**src/rtl/cart_mem_port.sv**
```systemverilog
// cart_mem_port: turns each mapped CPU access into a one-shot SDRAM or BRAM request,
// with a one-entry ROM read cache, holding the Z80 via wait_n until data is valid.
module cart_mem_port #(
  parameter int SRAM_AW = 13,
  parameter int TIMEOUT = 255
) (
  input  logic               clk,
  input  logic               reset,
  input  logic               cs,
  input  logic               rd,
  input  logic               wr,
  input  logic [7:0]         d_from_cpu,
  input  logic [24:0]        mem_addr,
  input  logic               sram_oe,
  input  logic               sram_we,
  input  logic [26:0]        rom_base,
  output logic [7:0]         d_to_cpu,
  output logic               wait_n,
  output logic [26:0]        sdram_addr,
  output logic               sdram_req,
  input  logic               sdram_ack,
  input  logic [7:0]         sdram_dout,
  output logic [SRAM_AW-1:0] bram_addr,
  output logic [7:0]         bram_din,
  output logic               bram_wren,
  input  logic [7:0]         bram_dout
);
  localparam logic [1:0] IDLE = 2'd0, SRAM_RD = 2'd1, ROM_REQ = 2'd2, HOLD = 2'd3;
  logic [1:0] state;
  logic act_q, cvalid;
  logic [24:0] ctag;
  logic [7:0] cdata, tcnt;
  logic [26:0] base_q;
  logic [SRAM_AW-1:0] bram_addr_q;
  logic act, start, base_chg, hit, tmo, sram_start;
  assign act = cs & (rd | wr);
  assign start = act & ~act_q;
  assign base_chg = rom_base != base_q;
  assign hit = cvalid & ~base_chg & (ctag == mem_addr);
  assign tmo = (tcnt + 8'd1) == 8'(TIMEOUT);
  assign sram_start = ~reset & (state == IDLE) & start & sram_oe;
  // BRAM read data appears one cycle after the address, so the address bypasses its register on start
  assign bram_addr = sram_start ? mem_addr[SRAM_AW-1:0] : bram_addr_q;
  assign wait_n = ~(start | state == SRAM_RD | state == ROM_REQ);
  always_ff @(posedge clk) begin
    if (reset) begin
      state <= IDLE;
      act_q <= 1'b0;
      cvalid <= 1'b0;
      ctag <= '0;
      cdata <= '0;
      tcnt <= '0;
      base_q <= '0;
      d_to_cpu <= 8'hFF;
      sdram_req <= 1'b0;
      sdram_addr <= '0;
      bram_wren <= 1'b0;
      bram_addr_q <= '0;
      bram_din <= '0;
    end else begin
      act_q <= act;
      base_q <= rom_base;
      bram_wren <= 1'b0;
      case (state)
        IDLE: if (start) begin
          if (sram_oe) begin
            bram_addr_q <= mem_addr[SRAM_AW-1:0];
            if (rd) state <= SRAM_RD;
            else begin
              bram_wren <= sram_we;
              bram_din <= d_from_cpu;
              state <= HOLD;
            end
          end else if (rd & hit) begin
            d_to_cpu <= cdata;
            state <= HOLD;
          end else if (rd) begin
            sdram_addr <= rom_base + {2'b00, mem_addr};
            sdram_req <= 1'b1;
            ctag <= mem_addr;
            cvalid <= 1'b0;
            tcnt <= '0;
            state <= ROM_REQ;
          end else state <= HOLD;
        end
        SRAM_RD: begin
          d_to_cpu <= bram_dout;
          state <= HOLD;
        end
        ROM_REQ: if (sdram_ack) begin
          d_to_cpu <= sdram_dout;
          cdata <= sdram_dout;
          cvalid <= 1'b1;
          sdram_req <= 1'b0;
          tcnt <= '0;
          state <= HOLD;
        end else if (tmo) begin
          d_to_cpu <= 8'hFF;
          cvalid <= 1'b0;
          sdram_req <= 1'b0;
          tcnt <= '0;
          state <= HOLD;
        end else tcnt <= tcnt + 8'd1;
        HOLD: if (!act) state <= IDLE;
      endcase
      if (base_chg) cvalid <= 1'b0;
    end
  end
endmodule

```
**config.mk**
```make
export PLATFORM = sky130hd
export DESIGN_NAME = cart_mem_port
export DESIGN_NICKNAME = d
export VERILOG_FILES = /design/src/rtl/cart_mem_port.sv
export SDC_FILE = /design/constraint.sdc
export NUM_CORES = 1
export LEC_CHECK = 0
export BUFFER_PORTS_ARGS = -buffer_cell sky130_fd_sc_hd__buf_2
export CAP_MARGIN = 25
export CORE_ASPECT_RATIO = 1.4
export CORE_MARGIN = 2
export CORE_UTILIZATION = 60
export DETAILED_ROUTE_END_ITERATION = 6
export HOLD_SLACK_MARGIN = 0.1
export PLACE_DENSITY = 0.89
export SLEW_MARGIN = 10
export SYNTH_ARGS = -nofsm -noshare
export SYNTH_HDL_FRONTEND = slang
export SYNTH_SLANG_ARGS = --single-unit
export TNS_END_PERCENT = 20
```
**constraint.sdc**
```tcl
create_clock -name clk -period 7.45 [get_ports clk]
set_clock_uncertainty 0.15 [all_clocks]
set_input_delay 0.3725 -clock clk [delete_from_list [all_inputs] [get_ports clk]]
set_output_delay 0.3725 -clock clk [all_outputs]
set_load 0.02 [all_outputs]
```
# Yosys cells after proc, flatten, opt, wreduce, memory -nomap -nowiden
# Cells that the tools add are included.
# totals
inputBits,84
wordCells,97
output_inout_bits,59
reg_bits,130
# op_classes
n_eq_ne,13
bitwise,20
n_mux,36
addsub,2
n_reduce_logical,13
# ops
operator,n
2-to-1 mux 8 bit,11
adder 27 x 25 -> 27 bit,1
inequality test 27 bit,1
== test 25 bit,1
one-hot mux 8 bit (3 select lines),1
one-hot mux 8 bit (2 select lines),1
AND reduction 5 bit,3
2-to-1 mux 1 bit,13
2-to-1 mux 13 bit,1
2-to-1 mux 2 bit,6
"inequality test 2 bit, second input constant",5
inverter 1 bit,9
"adder 8 x 1 -> 8 bit, second input constant",1
bitwise AND 1 bit,8
"== test 8 bit, second input constant",1
one-hot mux 2 bit (4 select lines),1
AND reduction 3 bit,2
AND reduction 6 bit,1
OR reduction 5 bit,1
"== test 2 bit, second input constant",2
one-hot mux 1 bit (2 select lines),2
AND reduction 4 bit,1
"inequality test 3 bit, second input constant",1
OR 1 bit,3
7 further kinds,7

# Depth between registers and ports, before layout
# Gate-level depths: netlist (run 1).
# logic_depth
word_depth,9
mapped_depth,10
mapped_depth_nobuf,10

# Worst setup path after synthesis (run 1)
# OpenSTA, ideal clock, no wires.
# synth_timing
path_kind,input to register
from,in mem_addr[0]
to,reg sdram_addr[20]
required_ps,7178
arrival_time_ps,2443
path_stages,10
path_slack_ps,4735
n_path_buf,0
cell_sequence,ha_1 -> fa_1 -> a21o_1 -> nand3_2 -> a31oi_2 -> o41ai_4 -> a31oi_1 -> a311oi_1 -> nor4_1 -> a311o_1
# synth_between
elab_chain_len,5
elab_cells_between_ends,6
classes_between,add/sub (1); eq/ne (1); bitwise (3); reduce/logical (1)
# synth_lines
element,line_no,rtl
start: declaration,13,"input logic [24:0] mem_addr,"
"parallel branches: the longest is 5 deep, another holds adder 27 x 25 -> 27 bit",--,
end signal: assignment,78,"sdram_addr <= rom_base + {2'b00, mem_addr};"
end: declaration,19,"output logic [26:0] sdram_addr,"
# Parallel ways; which one is timed is not known.
# A chain may end at the register's enable or synchronous reset.

# Worst setup path after layout (run 1)
# layout_timing
from,in rom_base[20]
to,reg sdram_addr[22]
# layout_between
elab_chain_len,7
elab_cells_between_ends,8
classes_between,add/sub (1); eq/ne (1); bitwise (5); reduce/logical (1)
# layout_lines
element,line_no,rtl
start: declaration,16,"input logic [26:0] rom_base,"
inequality test 27 bit,38,assign base_chg = rom_base != base_q;
inverter 1 bit,39,assign hit = cvalid & ~base_chg & (ctag == mem_addr);
bitwise AND 1 bit (2 in series),39,
bitwise AND 1 bit,74,end else if (rd & hit) begin
inverter 1 bit (no source line),--,
AND reduction 5 bit (no source line),--,
# Several ways; a longest one is shown, not always the timed one.

==> results of run 1 <==
-- kinds of logic after synthesis --
kind of cell	Yosys count	share of synthesized area
flip-flops	130	0.377
AO/OA/AOI/OAI	187	0.177
AND/OR/NAND/NOR	313	0.214
adder cells (fa/ha/maj)	33	0.0610
buffers and inverters	56	0.0367
multiplexers	24	0.0372
XOR/XNOR	76	0.0965
-- area by class of cell --
cell class                 instances  area [sq um]
inverter                          15          56.3
timing repair buffer             183          1120
clock buffer                      20           447
tap                              144           180
sequential                       130          2600
clock inverter                    11           161
multi-input combinational        633          4040
fill                             771          2680
-- critical path: cells and delay by family --
kind	cells	cell delay [ns]
buf+inv	3	1.25
simple gates	5	1.77
compound gates	1	0.26
xor+xnor	1	0.34
-- report_power, final --
part | switching (mW) | internal (mW)
Combinational | 0.417 | 0.255
Clock | 0.307 | 0.564
Sequential | 0.0347 | 0.754
Total | 0.759 | 1.57
-- how the worst max path moves through the flow --
| stage | start | endpoint | slack, ns | depth (start not counted) |
|---|---|---|---|---|
| after CTS | rom_base[22] | sdram_addr[22] | 3.68 | 10 |
| after global routing | rom_base[20] | sdram_addr[22] | 3.45 | 10 |
| final | rom_base[20] | sdram_addr[22] | 3.60 | 10 |
| after global placement | rom_base[22] | sdram_addr[20] | 3.93 | 9 |
| after detailed placement | rom_base[20] | sdram_addr[24] | 3.85 | 9 |
| after floorplan | mem_addr[0] | sdram_addr[20] | 4.73 | 10 |
-- metrics by stage --
step                setup WS [ns]  cells  instance area, sq um  hold slack [ns]   util
finish                       3.60   1136                  8600            0.100  0.763
global route                 3.45   1136                  8600            0.102  0.763
CTS                          3.68   1135                  8600            0.102  0.762
detailed placement           3.85   1066                  7610            0.294  0.674
global placement             3.93   1066                  7610            0.288  0.674
floorplan                    4.73    819                  6900            0.284      -
-- routing by layer --
layer / up-vias / GRT usage / part of all wire
met5: - / 0 / 0
met4: 0 / 0.210 / 0.060
met3: 93 / 0.0763 / 0.071
met2: 326 / 0.582 / 0.51
met1: 3170 / 0.340 / 0.36
li1: 3175 / - / -
-- registers in the layout, summed over array words and instances (netlist names) --
name         count
base_q          27
sdram_addr      27
ctag            25
bram_addr_q     13
bram_din         8
cdata            8
d_to_cpu         8
tcnt             8
state            2
act_q            1
bram_wren        1
cvalid           1
sdram_req        1
-- placed cells by master (no fill, tap or decap), drive strengths merged, types with 4 or more instances in the layout --
| cell | instances |
|---|---|
| mux2i | 11 |
| o21a | 4 |
| ha | 32 |
| a31oi | 9 |
| nand4 | 14 |
| dfxtp | 130 |
| nor2b | 29 |
| bufinv | 4 |
| nor3 | 7 |
| nor4 | 6 |
| buf | 145 |
| xor2 | 6 |
| o311ai | 9 |
| clkinv | 7 |
| a21o | 15 |
| nand3 | 27 |
| dlygate4sd3 | 38 |
| o21ai | 26 |
| clkbuf | 20 |
| o211ai | 4 |
| inv | 14 |
| a311o | 5 |
| and3 | 16 |
| nand2 | 142 |
| nor2 | 56 |
| mux2 | 13 |
| xnor2 | 70 |
| a21oi | 93 |
-- repair_timing --
item | CTS | global route
setup buffers | 0 | 0
hold endpoints to repair | 39 | 0
hold buffers | 38 | 0
==> results.sh, run 1 <==
export IMPL_status="finished clean"
export IMPL_worst_slew_pin_slew_ns=0.943
export IMPL_synthToLayoutAreaGrowth_pct=24.8
export IMPL_holdPathStages=2
export IMPL_power_density_mw_per_mm2=271
export IMPL_min_period_over_period=0.517
export IMPL_gr_total_overflow=0
export IMPL_cts_made_buffers=17
export IMPL_worstHoldStart="rom_base[1]"
export IMPL_netlist_instances=819
export IMPL_fin_tns_setup_ns=0
export IMPL_worst_r2r_path_depth=8
export IMPL_start_util=0.611
export IMPL_synth_top_area_cell="dfxtp_1"
export IMPL_insertedDiodeCount=0
export IMPL_std_cell_rows=46
export IMPL_grt_pass1_wl_um=31100
export IMPL_synth_async_sr_flop_share=0
export IMPL_rr_endpoint="sdram_addr[22]"
export IMPL_drt_wl_total_um=20200
export IMPL_cp_required_ns=7.61
export IMPL_hp_class="in2reg"
export IMPL_netlist_area_sq_mm=0.00690
export IMPL_track_usage=0.326
export IMPL_crit_chain="dlygate4sd3_1 > buf_2 > xnor2_1 > nand4_1 > nor4_2 > nand4_2 > nand3_4 > inv_2 > and4_1 > a311o_1"
export IMPL_synth_area_top_cells="dfxtp_1 38%, xnor2_1 8.9%, nand2_1 7.7%"
export IMPL_ys_types=66
export IMPL_ys_warn_count=0
export IMPL_p_leak_nw=3.56
export IMPL_grt_start_max_net_pins=84
export IMPL_core_sq_mm=0.0113
export IMPL_rrSetupSlack_ns=3.91
export IMPL_fmax_mhz=260
export IMPL_setup_viol=0
export IMPL_crit_type="in2reg"
export IMPL_die_x_um=94.6
export IMPL_die_area_sq_mm=0.0124
export IMPL_arrival_ns=4.01
export IMPL_dp_hpwl_um=13500
export IMPL_clk_path_buf_depth=2
export IMPL_rsz0062_at_grt="no"
export IMPL_io_pins=143
export IMPL_synthFlopType="dfxtp_1"
export IMPL_max_cap_violations=0
export IMPL_path_clk_slew_ns=0.06
export IMPL_final_layout_size_suffix_gt1_frac=0.210
export IMPL_io_buffers=142
export IMPL_wl_per_cell_um=17.8
export IMPL_crit_path_top_delay_cell="nand3_4"
export IMPL_synthTopCellsByCount="142 x nand2_1, 130 x dfxtp_1, 91 x a21oi_1, 70 x xnor2_1, 54 x nor2_1"
export IMPL_cp_end_kind="register"
export IMPL_avgSynthCellArea_sq_um=8.42
export IMPL_drv_slew=0
export IMPL_die_h_um=131
export IMPL_route_detailed_drc=0
export IMPL_clock_sinks=130
export IMPL_vias=6764
export IMPL_post_route_min_period_ns=3.85
export IMPL_hold_viol=0
export IMPL_place_congestion=0.968
export IMPL_synthesis_nets=936
export IMPL_synth_top_cell_area_share=0.377
export IMPL_slew_headroom=0.371
export IMPL_worstPathMaxFanout=63
export IMPL_synth_edf_count=0
export IMPL_htreeDepth=4
export IMPL_r2r_start="base_q[20]"
export IMPL_antenna_found_initial=0
export IMPL_critPathLaunchType="primary input"
export IMPL_via_per_inst=5.95
export IMPL_first_global_vias=6463
export IMPL_power_mw=2.33
export IMPL_clkLatencyLatePin_ns=0.42
export IMPL_ctsResizeCount=0
export IMPL_drtIter0Drc=479
export IMPL_peakVddDrop_uv=203
export IMPL_firstDrtPassIters=6
export IMPL_min_to="base_q[1]"
export IMPL_detail_route_antenna_nets=0
export IMPL_clock_root_buffer="clkbuf_16"
export IMPL_fin_nets=1097
export IMPL_ys_seq_elements=130
export IMPL_yosysMostFrequentCell="nand2_1"
export IMPL_cts_tree="yes"
export IMPL_max_stage_delay_ns=0.61
export IMPL_yosysSeqAreaShare=0.377
(Power assumes the default switching activity.)
==> run 2, diff against run 1 <==
--- a/config.mk
+++ b/config.mk
@@ -5,14 +5,15 @@
 export SDC_FILE = /design/constraint.sdc
 export NUM_CORES = 1
 export LEC_CHECK = 0
+export ABC_AREA = 1
 export BUFFER_PORTS_ARGS = -buffer_cell sky130_fd_sc_hd__buf_2
 export CAP_MARGIN = 25
 export CORE_ASPECT_RATIO = 1.4
 export CORE_MARGIN = 2
-export CORE_UTILIZATION = 60
+export CORE_UTILIZATION = 51
 export DETAILED_ROUTE_END_ITERATION = 6
 export HOLD_SLACK_MARGIN = 0.1
-export PLACE_DENSITY = 0.89
+export PLACE_DENSITY = 0.81
 export SLEW_MARGIN = 10
 export SYNTH_ARGS = -nofsm -noshare
 export SYNTH_HDL_FRONTEND = slang
==> constraint.sdc (replaced) <==
create_clock -name clk -period 3.29 [get_ports clk]
set_clock_uncertainty 0.15 [all_clocks]
set_input_delay 0.1645 -clock clk [delete_from_list [all_inputs] [get_ports clk]]
set_output_delay 0.1645 -clock clk [all_outputs]
set_load 0.02 [all_outputs]
==> results.sh, run 2 <==
export IMPL_cp_required_ns=3.44
export IMPL_netlist_instances=1110
export IMPL_crit_path_top_delay_cell="dlygate4sd3_1"
export IMPL_min_period_over_period=0.839
export IMPL_cts_made_buffers=17
export IMPL_fmax_mhz=362
export IMPL_wl_per_cell_um=14.0
export IMPL_cts_tree="yes"
export IMPL_crit_type="reg2reg"
export IMPL_layout_commonest_cell="nand2_1"
export IMPL_seq_area_sq_mm=0.00260
export IMPL_max_cap_violations=0
export IMPL_io_buffers=142
export IMPL_clock_root_buffer="clkbuf_16"
export IMPL_power_density_mw_per_mm2=553
export IMPL_slew_headroom=0.415
export IMPL_final_layout_size_suffix_gt1_frac=0.154
export IMPL_die_area_sq_mm=0.0153
export IMPL_std_cell_rows=51
export IMPL_crit_chain="inv_1 > ha_1 > nand2_1 > nor2_1 > inv_2 > nor2_4 > clkinv_1 > nor2_1 > nor2_1 > dlygate4sd3_1"
export IMPL_place_congestion=0.922
export IMPL_route_detailed_drc=0
export IMPL_cp_common_cell="nor2_1"
export IMPL_vias=7918
export IMPL_core_sq_mm=0.0140
export IMPL_start_util=0.523
export IMPL_worstPathMaxFanout=9
export IMPL_detail_route_antenna_nets=0
export IMPL_critPathLaunchType="register"
export IMPL_drt_wl_total_um=21500
export IMPL_synthesis_nets=1227
export IMPL_dp_hpwl_um=14600
export IMPL_synthFlopType="dfxtp_1"
export IMPL_drtIter0Drc=494
export IMPL_grt_start_max_net_pins=57
export IMPL_clock_sinks=130
export IMPL_insertedDiodeCount=0
export IMPL_clk_path_buf_depth=2
export IMPL_finalWorstSetupSlack_ns=0.529
export IMPL_die_h_um=146
export IMPL_peakVddDrop_uv=348
export IMPL_fill_cells=1168
export IMPL_via_per_inst=5.13
export IMPL_post_route_min_period_ns=2.76
export IMPL_worst_slew_pin_slew_ns=0.876
export IMPL_synthTopCellsByCount="268 x nand2_1, 144 x inv_1, 130 x dfxtp_1, 127 x nor2_1, 107 x a21oi_1"
export IMPL_synth_edf_count=0
export IMPL_die_x_um=105
export IMPL_synth_async_sr_flop_share=0
export IMPL_top_regs="base_q x27, sdram_addr x27, ctag x25"
export IMPL_fin_tns_setup_ns=0
export IMPL_htreeDepth=4
export IMPL_ys_seq_elements=130
export IMPL_status="finished clean"
export IMPL_track_usage=0.279
export IMPL_synthToLayoutAreaGrowth_pct=32.8
export IMPL_clkLatencyLatePin_ns=0.43
export IMPL_fin_cells=1542
export IMPL_hold_viol=0
export IMPL_path_clk_slew_ns=0.06
export IMPL_fin_nets=1462
export IMPL_max_stage_delay_ns=0.57
export IMPL_crit_buf_inv=4
export IMPL_synth_area_top_cells="dfxtp_1 36%, nand2_1 14%, inv_1 7.4%"
export IMPL_io_pins=143
export IMPL_antenna_found_initial=0
export IMPL_synth_top_area_cell="dfxtp_1"
export IMPL_setup_viol=0
export IMPL_cp_end_kind="register"
export IMPL_first_global_vias=7621
export IMPL_avgSynthCellArea_sq_um=6.59
export IMPL_hp_class="in2reg"
export IMPL_ys_warn_count=0
export IMPL_ctsResizeCount=0
export IMPL_drv_slew=0
export IMPL_multi_input_comb_area_sq_mm=0.00396
export IMPL_placedCellCount=1409
export IMPL_gr_total_overflow=0
export IMPL_arrival_ns=2.91
export IMPL_netlist_area_sq_mm=0.00731
export IMPL_synth_top_cell_area_share=0.356
export IMPL_cp_top_family="buffers and inverters"
export IMPL_firstDrtPassIters=5
export IMPL_rsz0062_at_grt="no"
export IMPL_ys_types=41
export IMPL_p_leak_nw=4.73
export IMPL_final_cell_mix="268 x nand2_1, 144 x inv_1, 142 x buf_2, 130 x dfxtp_1, 127 x nor2_1"
export IMPL_yosysMostFrequentCell="nand2_1"
export IMPL_dp_slack_ns=0.837
export IMPL_yosysSeqAreaShare=0.356
export IMPL_grt_pass1_wl_um=34900
-- run 2: worst paths after layout --
check	from	cells past startpoint	endpoint	slack, ns
max reg2reg	state[0]	10	bram_din[1]	0.53
min	bram_dout[0]	5	d_to_cpu[0]	0.11
max	state[0]	10	bram_din[1]	0.53
min reg2reg	d_to_cpu[3]	2	d_to_cpu[3]	0.30
-- run 2: what timing repair did --
action,in CTS,in global routing
endpoints found under the hold margin,93,0
endpoints found under the setup margin,0,0
hold buffers,102,0
setup buffers,0,0
-- run 2: cells by family (layout without fill, tap and decap cells) --
kind of cell	count (synthesis)	after routing	share of synthesized area
simple gates	477	477	0.270
compound gates	247	247	0.176
buf+inv	191	438	0.102
flops	130	130	0.356
fa+ha+maj	33	33	0.0575
xor+xnor	32	32	0.0383
-- run 2: final cells by class --
| cell class | instances | area share |
|---|---|---|
| repair buffers | 248 | 0.181 |
| clock buffers | 18 | 0.0452 |
| well taps | 185 | 0.0238 |
| flip-flops and latches | 130 | 0.268 |
| clock inverters | 13 | 0.0119 |
| inverters | 159 | 0.0615 |
| multi-input cells | 789 | 0.408 |
-- run 2: routing by layer --
layer  track usage  vias up  share of wire
met1         0.306     3574           0.40
li1              -     4023              -
met2         0.520      254           0.52
met4         0.131        0          0.037
met3        0.0416       67          0.043
met5             0        -              0
-- run 2: power breakdown --
part / switching [mW] / internal [mW] / total [mW]
clock: 0.727 / 1.05 / 1.78
sequential: 0.115 / 1.77 / 1.88
combinational: 1.09 / 0.623 / 1.71
-- run 2: metrics by stage --
| stage | hold WS, ns | util | area (sq um) | total power, mW |
|---|---|---|---|---|
| 2_1_floorplan | 0.121 | - | 7310 | 3.05 |
| 5_1_grt | 0.126 | 0.695 | 9710 | 5.67 |
| 3_5_place_dp | 0.244 | 0.582 | 8130 | 3.48 |
| 6_report | 0.108 | 0.695 | 9710 | 5.37 |
| 3_3_place_gp | 0.240 | 0.582 | 8130 | 3.43 |
| 4_1_cts | 0.103 | 0.695 | 9710 | 5.35 |
-- run 2: tightest hold or removal path, delay by kind of cell --
kind / cells / cell delay (ns)
and+or+nand+nor: 2 / 0.21
AOI/OAI and AO/OA: 2 / 0.20
buffers and inverters: 1 / 0.08
==> run 3, diff against run 2 <==
==> constraint.sdc (replaced) <==
create_clock -name clk -period 2.3 [get_ports clk]
set_clock_uncertainty 0.15 [all_clocks]
set_input_delay 0.115 -clock clk [delete_from_list [all_inputs] [get_ports clk]]
set_output_delay 0.115 -clock clk [all_outputs]
set_load 0.02 [all_outputs]
==> results.sh, run 3 (synthesis gave the netlist of run 2 again) <==
export IMPL_status="finished clean"
export IMPL_die_x_um=105
export IMPL_track_usage=0.292
export IMPL_power_frac_comb=0.317
export IMPL_p_sw_mw=2.82
export IMPL_fin_cells=1556
export IMPL_slew_headroom=0.663
export IMPL_htreeDepth=4
export IMPL_io_buffers=142
export IMPL_final_cell_mix="263 x nand2_1, 142 x inv_1, 138 x buf_2, 128 x dfxtp_1, 126 x nor2_1"
export IMPL_worstHoldStart="rd"
export IMPL_std_cell_rows=51
export IMPL_crit_type="reg2out"
export IMPL_rr_endpoint="sdram_addr[8]"
export IMPL_rsz0062_at_grt="yes"
export IMPL_arrival_ns=2.00
export IMPL_holdPathStages=5
export IMPL_vias=8136
export IMPL_grt_pass1_wl_um=36300
export IMPL_fin_tns_setup_ns=0
export IMPL_p_leak_nw=4.86
export IMPL_post_route_min_period_ns=2.27
export IMPL_hold_viol=0
export IMPL_gr_total_overflow=0
export IMPL_die_h_um=146
export IMPL_path_clk_slew_ns=0.06
export IMPL_worst_r2r_path_depth=14
export IMPL_antenna_found_initial=0
export IMPL_timing_critical_path_from="state[1]"
export IMPL_top_regs="base_q x27, sdram_addr x27, ctag x25"
export IMPL_clock_power_share=0.358
export IMPL_setup_viol=0
export IMPL_peakVddDrop_uv=483
export IMPL_min_to="d_to_cpu[3]"
export IMPL_wl_per_cell_um=14.7
export IMPL_utilization=0.721
export IMPL_drtIter0Drc=599
export IMPL_dp_slack_ns=0.167
export IMPL_fmax_mhz=441
export IMPL_worstPathMaxFanout=13
export IMPL_first_global_vias=7942
export IMPL_drv_slew=0
export IMPL_min_period_over_period=0.985
export IMPL_clk_path_buf_depth=2
export IMPL_power_mw=8.31
export IMPL_cts_made_buffers=17
export IMPL_internal_power_mw=5.49
export IMPL_final_layout_size_suffix_gt1_frac=0.181
export IMPL_cp_required_ns=2.04
export IMPL_dp_hpwl_um=14700
export IMPL_rrSetupSlack_ns=0.20
export IMPL_clock_sinks=130
export IMPL_worst_slew_pin_slew_ns=0.505
export IMPL_grt_start_max_net_pins=67
export IMPL_p_seq_frac=0.325
export IMPL_synthToLayoutAreaGrowth_pct=37.7
export IMPL_power_density_mw_per_mm2=826
export IMPL_swShare=0.339
export IMPL_clock_root_buffer="clkbuf_16"
export IMPL_cts_tree="yes"
export IMPL_clkLatencyLatePin_ns=0.42
export IMPL_core_sq_mm=0.0140
export IMPL_max_cap_violations=0
export IMPL_io_pins=143
export IMPL_cp_end_kind="primary output"
export IMPL_die_area_sq_mm=0.0153
export IMPL_r2r_start="base_q[8]"
export IMPL_placedCellCount=1421
export IMPL_place_congestion=0.929
export IMPL_hp_class="in2reg"
export IMPL_via_per_inst=5.23
export IMPL_insertedDiodeCount=0
export IMPL_start_util=0.523
export IMPL_firstDrtPassIters=5
export IMPL_detail_route_antenna_nets=0
export IMPL_layout_commonest_cell="nand2_1"
export IMPL_drt_wl_total_um=22800
export IMPL_fin_nets=1476
export IMPL_route_detailed_drc=0
export IMPL_finalWorstSetupSlack_ns=0.0341
export IMPL_critPathLaunchType="register"
-- run 3: cell types whose count changed in the layout (fill, tap and decap cells not counted), moves of 4 or more --
| cell | delta |
|---|---|
| buf_2 | -4 |
| buf_4 | +14 |
| bufinv_16 | +4 |
| nand2_1 | -5 |
| nand2_2 | +5 |
| o21ai_0 | -7 |
| o21ai_1 | +4 |
-- run 3: how the worst max path moves through the flow --
| stage | endpoint | slack (ns) | cells past startpoint |
|---|---|---|---|
| 3_5_place_dp | sdram_addr[22] | 0.17 | 11 |
| 6_report | bram_addr[3] | 0.03 | 9 |
| 2_1_floorplan | bram_addr[10] | 0.28 | 10 |
| 5_1_grt | sdram_addr[25] | -0.04 | 11 |
| 3_3_place_gp | sdram_addr[22] | 0.21 | 11 |
| 4_1_cts | bram_addr[3] | 0.006 | 9 |
-- run 3: through the flow --
| stage | hold WS, ns | cell area (sq um) |
|---|---|---|
| 2_1_floorplan | 0.0717 | 7310 |
| 3_3_place_gp | 0.186 | 8260 |
| 3_5_place_dp | 0.199 | 8260 |
| 4_1_cts | 0.121 | 9960 |
| 5_1_grt | 0.182 | 10100 |
| 6_report | 0.154 | 10100 |
-- run 3: repair_timing --
| item | in CTS | in global routing |
|---|---|---|
| setup endpoints to repair | 13 | 52 |
| setup buffers | 1 | 3 |
| hold endpoints to repair | 99 | 0 |
| gates cloned | 1 | 0 |
| gates resized for setup | 8 | 32 |
| pin swaps | 0 | 2 |
| hold buffers | 99 | 0 |
-- run 3: layer usage --
metal	vias to the layer above	track usage	wire [um]
li1	4056	-	-
met1	3683	0.309	8670
met2	290	0.532	11800
met3	107	0.0528	1110
met4	0	0.169	1240
met5	-	0	0
-- run 3: power groups by stage --
stage          sequential (mW)  combinational (mW)  clock (mW)
6_report                  2.70                2.64        2.98
5_1_grt                   2.73                2.92        3.09
4_1_cts                   2.69                2.49        3.00
3_5_place_dp              2.73                2.29           0
3_3_place_gp              2.72                2.25           0
2_1_floorplan             2.85                1.52           0
-- run 3: final cells by class --
cell class / count / area [sq um]
Inverter: 159 / 597
Clock inverter: 13 / 210
Multi-Input combinational cell: 789 / 4050
Fill cell: 1084 / 3910
Timing Repair Buffer: 262 / 1940
Sequential cell: 130 / 2610
Tap cell: 185 / 231
Clock buffer: 18 / 439
-- run 3: worst max-delay path, stage by stage, from the launching register on --
cell	delay, ns
dfxtp_2	0.38
inv_2	0.07
ha_4	0.17
nand2_1	0.09
nor2_1	0.06
inv_2	0.10
nor2_4	0.05
bufbuf_16	0.30
o21ai_0	0.17
buf_2	0.20
